<file path="src/rtl/i_cache.sv">
// Direct-mapped, read-only instruction cache between the IF-stage fetch port and instruction memory.
// Hits return data combinationally; misses stall while a whole 4-word line is filled.
module i_cache #(
   parameter int MEM_LATENCY = 4,
   parameter int NUM_LINES   = 4
) (
   input  logic        clk,
   input  logic        reset_n,
   input  logic        cpu_read,
   input  logic [15:0] cpu_address,
   output logic [15:0] cpu_data,
   output logic        cpu_ready,
   output logic        mem_read,
   output logic [15:0] mem_address,
   input  logic [63:0] mem_data,
   output logic [15:0] hit_count,
   output logic [15:0] miss_count
);

   localparam int IDX_BITS = $clog2(NUM_LINES);
   localparam int TAG_BITS = 14 - IDX_BITS;
   localparam int CNT_W    = (MEM_LATENCY < 2) ? 1 : $clog2(MEM_LATENCY + 1);
   localparam logic [CNT_W-1:0] LAST_CNT = CNT_W'(MEM_LATENCY);

   localparam logic [0:0] IDLE = 1'b0;
   localparam logic [0:0] FILL = 1'b1;

   logic [0:0]          state;
   logic [CNT_W-1:0]    cnt;
   logic [15:0]         miss_addr;
   logic [NUM_LINES-1:0] valid;
   logic [TAG_BITS-1:0] tags  [NUM_LINES];
   logic [63:0]         lines [NUM_LINES];

   logic [1:0]          offset;
   logic [IDX_BITS-1:0] index;
   logic [TAG_BITS-1:0] tag;
   logic [IDX_BITS-1:0] fill_index;
   logic [TAG_BITS-1:0] fill_tag;
   logic                hit;
   logic                fill_done;

   assign offset     = cpu_address[1:0];
   assign index      = cpu_address[2+IDX_BITS-1:2];
   assign tag        = cpu_address[15:2+IDX_BITS];
   assign fill_index = miss_addr[2+IDX_BITS-1:2];
   assign fill_tag   = miss_addr[15:2+IDX_BITS];

   assign hit       = cpu_read && (state == IDLE) && valid[index] && (tags[index] == tag);
   assign fill_done = (state == FILL) && (cnt == LAST_CNT);

   assign cpu_ready   = hit;
   assign cpu_data    = hit ? lines[index][{offset, 4'b0000} +: 16] : 16'h0000;
   assign mem_read    = (state == FILL);
   assign mem_address = mem_read ? miss_addr : 16'h0000;

   // Control state; a reset edge during FILL simply drops back to IDLE without writing the line.
   always_ff @(posedge clk) begin
      if (!reset_n) begin
         state      <= IDLE;
         cnt        <= '0;
         miss_addr  <= 16'h0000;
         valid      <= '0;
         hit_count  <= 16'h0000;
         miss_count <= 16'h0000;
      end else begin
         case (state)
            IDLE: begin
               if (hit) begin
                  hit_count <= hit_count + 16'd1;
               end else if (cpu_read) begin
                  miss_addr  <= {cpu_address[15:2], 2'b00};
                  cnt        <= CNT_W'(1);
                  state      <= FILL;
                  miss_count <= miss_count + 16'd1;
               end
            end
            FILL: begin
               if (cnt == LAST_CNT) begin
                  valid[fill_index] <= 1'b1;
                  cnt               <= '0;
                  state             <= IDLE;
               end else begin
                  cnt <= cnt + CNT_W'(1);
               end
            end
            default: state <= IDLE;
         endcase
      end
   end

   // Tag and data arrays need no reset: the valid bits gate every use.
   always_ff @(posedge clk) begin
      if (reset_n && fill_done) begin
         tags[fill_index]  <= fill_tag;
         lines[fill_index] <= mem_data;
      end
   end

endmodule

</file>
<file path="config.mk">
export PLATFORM = sky130hd
export DESIGN_NAME = i_cache
export DESIGN_NICKNAME = d
export VERILOG_FILES = /design/src/rtl/i_cache.sv
export SDC_FILE = /design/constraint.sdc
export NUM_CORES = 1
export LEC_CHECK = 0
export CAP_MARGIN = 0
export CELL_PAD_IN_SITES_DETAIL_PLACEMENT = 2
export CELL_PAD_IN_SITES_GLOBAL_PLACEMENT = 2
export CORE_ASPECT_RATIO = 0.9
export CORE_MARGIN = 5
export CORE_UTILIZATION = 42
export DETAILED_ROUTE_END_ITERATION = 10
export GPL_TIMING_DRIVEN = 0
export PLACE_DENSITY_LB_ADDON = 0.1
export SLEW_MARGIN = 0
export SYNTH_ARGS = -nofsm -noshare
export SYNTH_HDL_FRONTEND = slang
export SYNTH_SLANG_ARGS = --single-unit
</file>
<file path="constraint.sdc">
create_clock -name clk -period 9.98 [get_ports clk]
set_clock_uncertainty 0.2 [all_clocks]
set_input_delay 0.998 -clock clk [delete_from_list [all_inputs] [get_ports clk]]
set_output_delay 0.998 -clock clk [all_outputs]
set_load 0.01 [all_outputs]
</file>
[Word level (Yosys, flattened, before mapping)]
Memories as Yosys holds them, arrays and structs flattened.
Cells that the tools add are included.
Word-level totals
  input bits: 83
  logic and storage cells: 48
  output and inout bits: 66
  memories: 2
  register bits after elaboration: 54
  memory bits (writable): 304
Memories
  lines: words 4, bits a word 64, rd ports 1, clocked after memory_dff 0, wr ports 1, line 33  | logic [63:0] lines [NUM_LINES];
  tags: words 4, bits a word 12, rd ports 1, clocked after memory_dff 0, wr ports 1, line 32  | logic [TAG_BITS-1:0] tags [NUM_LINES];
Operators by class
  reductions and logical operators: 10
  order comparisons: 3
  add/subtract/negate cells: 3
  mux-type cells: 16
  eq/ne operators: 4
  shifts and indexed selects: 1
  bitwise operators: 3
Operator list (count)
  $shiftx A64 B7 Y16: 1
  $add A16 B1 Y16 const B: 2
  $mux W16: 2
  $eq A12 B12 Y1: 1
  $mux W3: 3
  $mux W1: 7
  $logic_and A1 B1 Y1: 6
  $lt A2 B3 Y1 const B: 2
  $pmux W3 S2: 1
  $reduce_and A2 Y1: 3
  $ne A2 B2 Y1 const B: 2
  $or A4 B4 Y4: 1
  $add A3 B1 Y3 const B: 1
  $eq A3 B3 Y1 const B: 1
  $reduce_and A3 Y1: 1
  $bmux W1 S2: 1
  $demux W1 S2: 1
  $ge A2 B1 Y1 const B: 1
  $not A1 Y1: 2
  $pmux W1 S2: 1

[Depth between registers and ports, before layout]
Gate-level depths: netlist of run 1.
  depth in word-level cells: 6
  gate-level depth with buffers: 12
  gate-level depth less buffers: 6

[Worst setup path after synthesis of run 1]
No wires, ideal clock.
  path kind: input port to flip-flop
  start point: input reset_n
  end point: memory lines[2][0] (enable)
  arrival: 7.030 ns
  setup time: 0.622 ns
  path slack: 2.128 ns
  path buffers: 1
  stages: 3
  required time: 9.158 ns
  cell sequence: clkbuf_1 nand4_1 nor3b_1
On the way
  cells in the longest elaborated chain, start to end: 3
RTL lines
  start: declaration: line 8  | input logic reset_n,
  $logic_and A1 B1 Y1: line 94  | if (reset_n && fill_done) begin
  $mux W1: line 94
  $mux W1 (implied by the code): line 96  | lines[fill_index] <= mem_data;
  end: declaration: line 33
No other way between the ends.

[Worst setup path in the final report of run 1]
  start point: input cpu_address[3]
  end point: output cpu_data[6]
On the way
  cells in the longest elaborated chain, start to end: 5
  elaborated cells between the ends (all ways): 9
  classes of those cells: eq/ne (1); shift (1); mux (3); reduce/logical (2); memory (2)
RTL lines
  start: declaration: line 10  | input logic [15:0] cpu_address,
  branches (longest 4 deep; another with $mem_v2 Z4 W64)
  $mux W16 (*): line 53  | assign cpu_data = hit ? lines[index][{offset, 4'b0000} +: 16] : 16'h0000;
  end: declaration: line 11  | output logic [15:0] cpu_data,
Every way passes the cells marked *. The select of a mux whose other input is x is not followed.

==> results of run 1 <==
[worst paths after layout]
kind                  startpoint      endpoint  slack (ns)  depth (start not counted)
setup / recovery  cpu_address[3]   cpu_data[6]        4.01                         10
hold / removal          valid[1]      valid[1]        0.26                          1
setup reg to reg        mem_read  lines[2][32]        6.82                          8
hold reg to reg         valid[1]      valid[1]        0.26                          1
[cell type report]
type	count	area, µm²	area share (%)
multi-input combinational	445	4350	23.5
clock inverter	21	189	1.02
tap	469	587	3.18
sequential	358	10200	55.3
clock buffer	48	1030	5.58
timing repair buffer	165	1740	9.43
antenna	2	5.00	0.0271
inverter	8	30.0	0.163
buffer	67	330	1.79
[per-stage QoR]
stage	setup slack [ns]	cells
final	4.01	1583
after global routing	3.97	1582
after CTS	4.00	1581
after detailed placement	4.05	1512
after global placement	-3.47	1489
after floorplan	2.13	878
[layer usage]
layer	share of wire, %	global-route usage, %	up-vias
met1	43	32.4	4931
li1	-	-	4005
met5	0.015	0	-
met3	5.1	3.71	71
met4	2.2	6.14	2
met2	50	39.7	316
[worst register-to-register path, delay by kind of cell (launching register included)]
kind / cells / cell delay, ns
AND/OR/NAND/NOR: 2 / 0.85
flip-flops: 1 / 0.44
buffers and inverters: 6 / 1.37
[kinds of logic after synthesis]
family / count (synthesis) / share of synthesized area (%)
buffers and inverters: 75 / 2.42
DFF: 358 / 68.6
xor gates and xnor gates: 16 / 0.941
muxes: 108 / 14.8
adders and majority gates: 4 / 0.336
other: 1 / 0.0252
and+or+nand+nor: 216 / 7.92
AOI/OAI and AO/OA: 99 / 5.03
[synthesized netlist by cell type (all sizes together)]
cell type / count
edfxtp: 304
mux4: 89
nand2: 64
dfxtp: 54
clkbuf: 36
buf: 31
o311ai: 31
nor2: 27
nand4: 23
a21oi: 21
and3: 20
mux2i: 18
a41oi: 17
nand3: 15
and2: 14
nor4: 14
nand2b: 13
xnor2: 12
inv: 8
nor3: 8
o21ai: 7
a21o: 6
ha: 4
o2111ai: 4
or3: 4
xor2: 4
and4: 3
or2: 3
or4: 3
a311oi: 2
a31o: 2
nor4b: 2
o31ai: 2
o41ai: 2
a21boi: 1
a221o: 1
a221oi: 1
a31oi: 1
and4b: 1
conb: 1
mux2: 1
nor2b: 1
nor3b: 1
o211ai: 1
[registers in the layout (all words and copies together), names as in the netlist]
register / count
miss_addr: 14
mem_read: 1
lines: 256
valid: 4
hit_count: 16
cnt: 3
tags: 48
miss_count: 16
[power groups by stage]
stage               logic, mW  registers [mW]  clock network [mW]
floorplan               0.104            1.68                   0
global placement        0.200            1.68                   0
detailed placement      0.211            1.68                   0
CTS                     0.214            1.65                1.43
global route            0.226            1.65                1.50
finish                  0.213            1.65                1.41
==> summary.txt, run 1 <==
share of the synthesized area in the top cell type = 61.3%
#FFs+latches synth = 358
endpoints failing hold = 0
number of fill cells = 3,171
initial antenna violation count = 2
Worst path slowest cell = nor2_1
vias in the first global route = 10,544
Internal Pwr Total = 2.54 mW
port bufs = 142
CTS Root Cell = clkbuf_16
Final ANT Viol Nets = 0
die extent in x = 208 µm
Placer Congestion = 0.765
status = complete, no violations
Netlist cell types = 49
Worst-path clk slew = 0.06 ns
CTS Buffer Depth = 3
gr usage total = 23.6%
clk_lat worst skew = 0.53 ns
CP required = 8.78 ns
RSZ-0062 raised after global routing = no
Site Rows = 65
Post-route DRC = 0
synthesis-to-finish area growth = 24.1%
critical setup path kind = in -> out
leading area contributor after synthesis = edfxtp_1
total grt overflow = 0
sw power = 0.725 mW
total die area = 0.0393 mm²
drt first pass iters = 5
Post-Syn Instances = 877
Initial Util = 42.5%
first-pass GRT wire length = 70,200 µm
Inserted Clock Buffers = 39
yosys warns = 0
routed len/inst = 29.4 µm
synthesized area = 0.0149 mm²
Ports = 149
sw frac = 22.2%
core area = 0.0351 mm²
final hold slack = 0.259 ns
final WL = 46,500 µm
Flop pwr share = 50.5%
worst vdd ir = 0.131 mV
CP bufs+invs = 5
Clock power frac = 43.0%
most frequent cells in the layout = edfxtp_1, clkdlybuf4s50_1, mux4_2
# setup viols final = 0
CTS Hold Buffers Added = 0
Max stage delay on crit path = 0.98 ns
Arrival @ worst endpoint = 4.77 ns
Setup Total Neg Slack = 0 ns
Placed Area = 0.0172 mm²
worst hold path type = reg -> reg
CTS tree = built
worst slew pin tran = 1.28 ns
total power = 3.27 mW
CTS sink count = 358
Final Max Tran Viols = 0
largest net degree at the start of global routing = 48
Max Clock Freq = 168 MHz
Finished Cell Area = 0.0185 mm²
vias post-DR = 9,325
DR vias/cell = 5.89
post-layout util = 52.7%
mean area per synthesized cell = 17.0 µm²
Pleak = 5.87 nW
Worst Setup End Kind = output port
Final nets = 1,171
most frequent CP cell = buf_6
Slew HR = 14.2%
H-tree levels = 2
worst-path maximum fanout = 11
post-CTS setup repair buffer count = 0
CP delay by family, top = buffers and inverters
Comb pwr share = 6.5%
Max Cap Viol = 0
critical path launch point type = primary input
Power Dens Cells = 177 mW/mm²
Final HPWL DP = 32,200 µm
1st-iter DRT viols = 804
layout cell share with drive strength beyond 1 = 18.3%
min Tclk post-route = 5.97 ns
top post-synthesis cells by area = edfxtp_1, mux4_2, dfxtp_1, o311ai_0, nand2_1
fin crit share = 59.8%
DIE HEIGHT = 189 µm
sequential element share of the synthesized area = 68.6%
# resized after CTS = 0
crit-path cells = buf_6, buf_6, buf_4, mux4_2, xnor2_1, nand4_1, nor2_1, clkbuf_1, and3_1, clkdlybuf4s50_1
commonest non-fill, non-tap cell in the layout = edfxtp_1
Power figures use the tool's default switching activity.
==> inputs of run 2 (changes only) <==
clock period = 6 ns   (was 9.98 ns; I/O delays follow)
==> run 2 against run 1 <==
Net effect:
- cell count is 0.51% lower
- clock-buffer cell count stayed put
- sequential cell count stayed put
- highest routed layer unchanged
- cell area is 0.57% lower
- global-route usage is 0.19 points lower
- combinational power is 67% higher
- die area stayed put
- first-iteration DRC count is 20% lower
- utilization is 0.30 points lower
==> summary.txt, run 2 (same netlist as run 1, synthesis figures left out) <==
core area = 0.0351 mm² (unchanged)
DIE HEIGHT = 189 µm (unchanged)
Post-route DRC = 0 (unchanged)
Worst-path clk slew = 0.06 ns (about the same)
synthesis-to-finish area growth = 23.4%
Reg with most FFs = lines
Worst R2R Path Depth = 5 (-3)
post-layout util = 52.4% (-0.30 points)
Power Dens Cells = 286 mW/mm² (+62%)
Placer Congestion = 0.744 (-2.7%)
critical path launch point type = primary input
placed cell count = 1,504 (-0.53%)
Regs by FF count = lines (256), tags (48)
Max Clock Freq = 192 MHz
H-tree levels = 2 (unchanged)
most frequent CP cell = buf_6
CTS Root Cell = clkbuf_16
Finished Cell Area = 0.0184 mm² (-0.57%)
first-pass GRT wire length = 69,300 µm (-1.4%)
Inserted Clock Buffers = 39 (unchanged)
Ports = 149 (unchanged)
CTS sink count = 358 (unchanged)
fin crit share = 87.0%
reg2reg start = mem_read
setup ws final = 0.783 ns (-3.23 ns)
Placed Area = 0.0172 mm² (about the same)
Max stage delay on crit path = 0.90 ns (-0.08 ns)
Final nets = 1,163 (-0.68%)
commonest non-fill, non-tap cell in the layout = edfxtp_1
CP bufs+invs = 4 (-1)
worst slack at placement = 0.832 ns (-3.22 ns)
hold path depth = 1 (unchanged)
CP delay by family, top = buffers and inverters
CP required = 5.20 ns (-3.58 ns)
CTS Hold Buffers Added = 0 (unchanged)
Max Cap Viol = 0 (unchanged)
worst-path maximum fanout = 10 (-1)
clk_lat worst skew = 0.53 ns (about the same)
Final Max Tran Viols = 0 (unchanged)
# setup viols final = 0 (unchanged)
die extent in x = 208 µm (unchanged)
Slew HR = 21.8% (+7.6 points)
critical setup path kind = in -> out
vias in the first global route = 10,264 (-2.7%)
worst slew pin tran = 1.17 ns (-0.114 ns)
CTS Buffer Depth = 3 (unchanged)
drt first pass iters = 5 (unchanged)
worst r2r dst = lines[2][42]
largest net degree at the start of global routing = 54 (+13%)
worst hold path type = reg -> reg
port bufs = 142 (unchanged)
Initial Util = 42.5% (unchanged)
Final HPWL DP = 32,200 µm (+0.20%)
total die area = 0.0393 mm² (unchanged)
total grt overflow = 0 (unchanged)
worst vdd ir = 0.258 mV (+97%)
# resized after CTS = 0 (unchanged)
total power = 5.26 mW (+61%)
endpoints failing hold = 0 (unchanged)
gr usage total = 23.4% (-0.19 points)
RSZ-0062 raised after global routing = no
post-CTS setup repair buffer count = 0 (unchanged)
hold path endpoint = valid[2]
HP Start = valid[2]
most frequent cells in the layout = edfxtp_1, clkdlybuf4s50_1, mux4_2
number of fill cells = 3,151 (-0.63%)
worst reg-to-reg setup slack = 2.76 ns (-4.06 ns)
final WL = 45,900 µm (-1.3%)
vias post-DR = 9,236 (-0.95%)
initial antenna violation count = 3 (+1)
Pleak = 5.80 nW (-1.2%)
CTS tree = built
final cell count without fillers = 1,575 (-0.51%)
1st-iter DRT viols = 644 (-20%)
Worst path slowest cell = nor2_1
layout cell share with drive strength beyond 1 = 17.6% (-0.70 points)
status = complete, no violations
min Tclk post-route = 5.22 ns
number of flip-flops in the largest register = 256 (unchanged)
Worst Setup End Kind = output port
Final ANT Viol Nets = 0 (unchanged)
crit-path cells = buf_6, buf_6, mux4_2, xnor2_1, nand4_1, nor2_1, clkbuf_1, and3_1, clkdlybuf4s50_1
DR vias/cell = 5.86 (-0.45%)
routed len/inst = 29.2 µm (-0.83%)
Site Rows = 65 (unchanged)
Arrival @ worst endpoint = 4.42 ns (-0.35 ns)
[run 2: changes by cell type in the layout (fill, tap and decap cells not counted), sizes merged]
cell      change
diode         -1
bufinv        -3
clkinvlp      +1
buf           -8
clkinv        +3
[run 2: worst max path at each step]
stage | startpoint | to | slack, ns | depth (start not counted)
final | cpu_address[2] | cpu_data[6] | 0.78 | 9
after detailed placement | cpu_address[2] | cpu_data[6] | 0.83 | 9
after CTS | cpu_address[2] | cpu_data[6] | 0.73 | 9
after global placement | reset_n | lines[0][58] | -2.17 | 4
after global routing | cpu_address[2] | cpu_data[6] | 0.61 | 9
after floorplan | reset_n | lines[2][0] | 1.23 | 3
[run 2: worst register-to-register path: stages (launching register included)]
cell      delay [ns]
dfxtp_1         0.47
clkbuf_1        0.47
nand4_1         0.34
nor3b_4         0.93
buf_8           0.30
buf_8           0.23
[run 2: per-stage QoR]
step                      setup TNS (ns)  hold WS (ns)
after global routing                   0         0.287
final                                  0         0.265
after floorplan                        0         0.221
after global placement           -469.92         0.232
after detailed placement               0         0.257
after CTS                              0         0.270
[run 2: routing by layer]
layer  up-vias  track usage, %  wire length, µm
met5         -               0               37
met2       265            38.2            22500
met1      4914            33.4            20300
met4         6            5.35              929
li1       3985               -                -
met3        66            3.96             2160
[run 2: area by class of cell]
class / instances / area, µm² / share of cell area, %
antenna: 1 / 2.50 / 0.0136
buffer: 67 / 330 / 1.80
clock buffer: 48 / 1010 / 5.50
clock inverter: 22 / 109 / 0.593
inverter: 8 / 30.0 / 0.163
multi-input combinational: 445 / 4360 / 23.7
sequential: 358 / 10200 / 55.6
tap: 469 / 587 / 3.19
timing repair buffer: 157 / 1730 / 9.41
[run 2: where the power goes]
group | total, mW | leakage (nW) | internal, mW | switching (mW)
Combinational | 0.355 | 2.08 | 0.164 | 0.191
Clock | 2.16 | 0.543 | 1.20 | 0.960
Sequential | 2.75 | 3.18 | 2.72 | 0.0299
Total | 5.26 | 5.80 | 4.08 | 1.18
==> inputs of run 3 (changes only) <==
CAP_MARGIN = not set   (was 0)
==> results of run 3 <==
No change in the layout: final DEF, timing and power equal those of run 2.
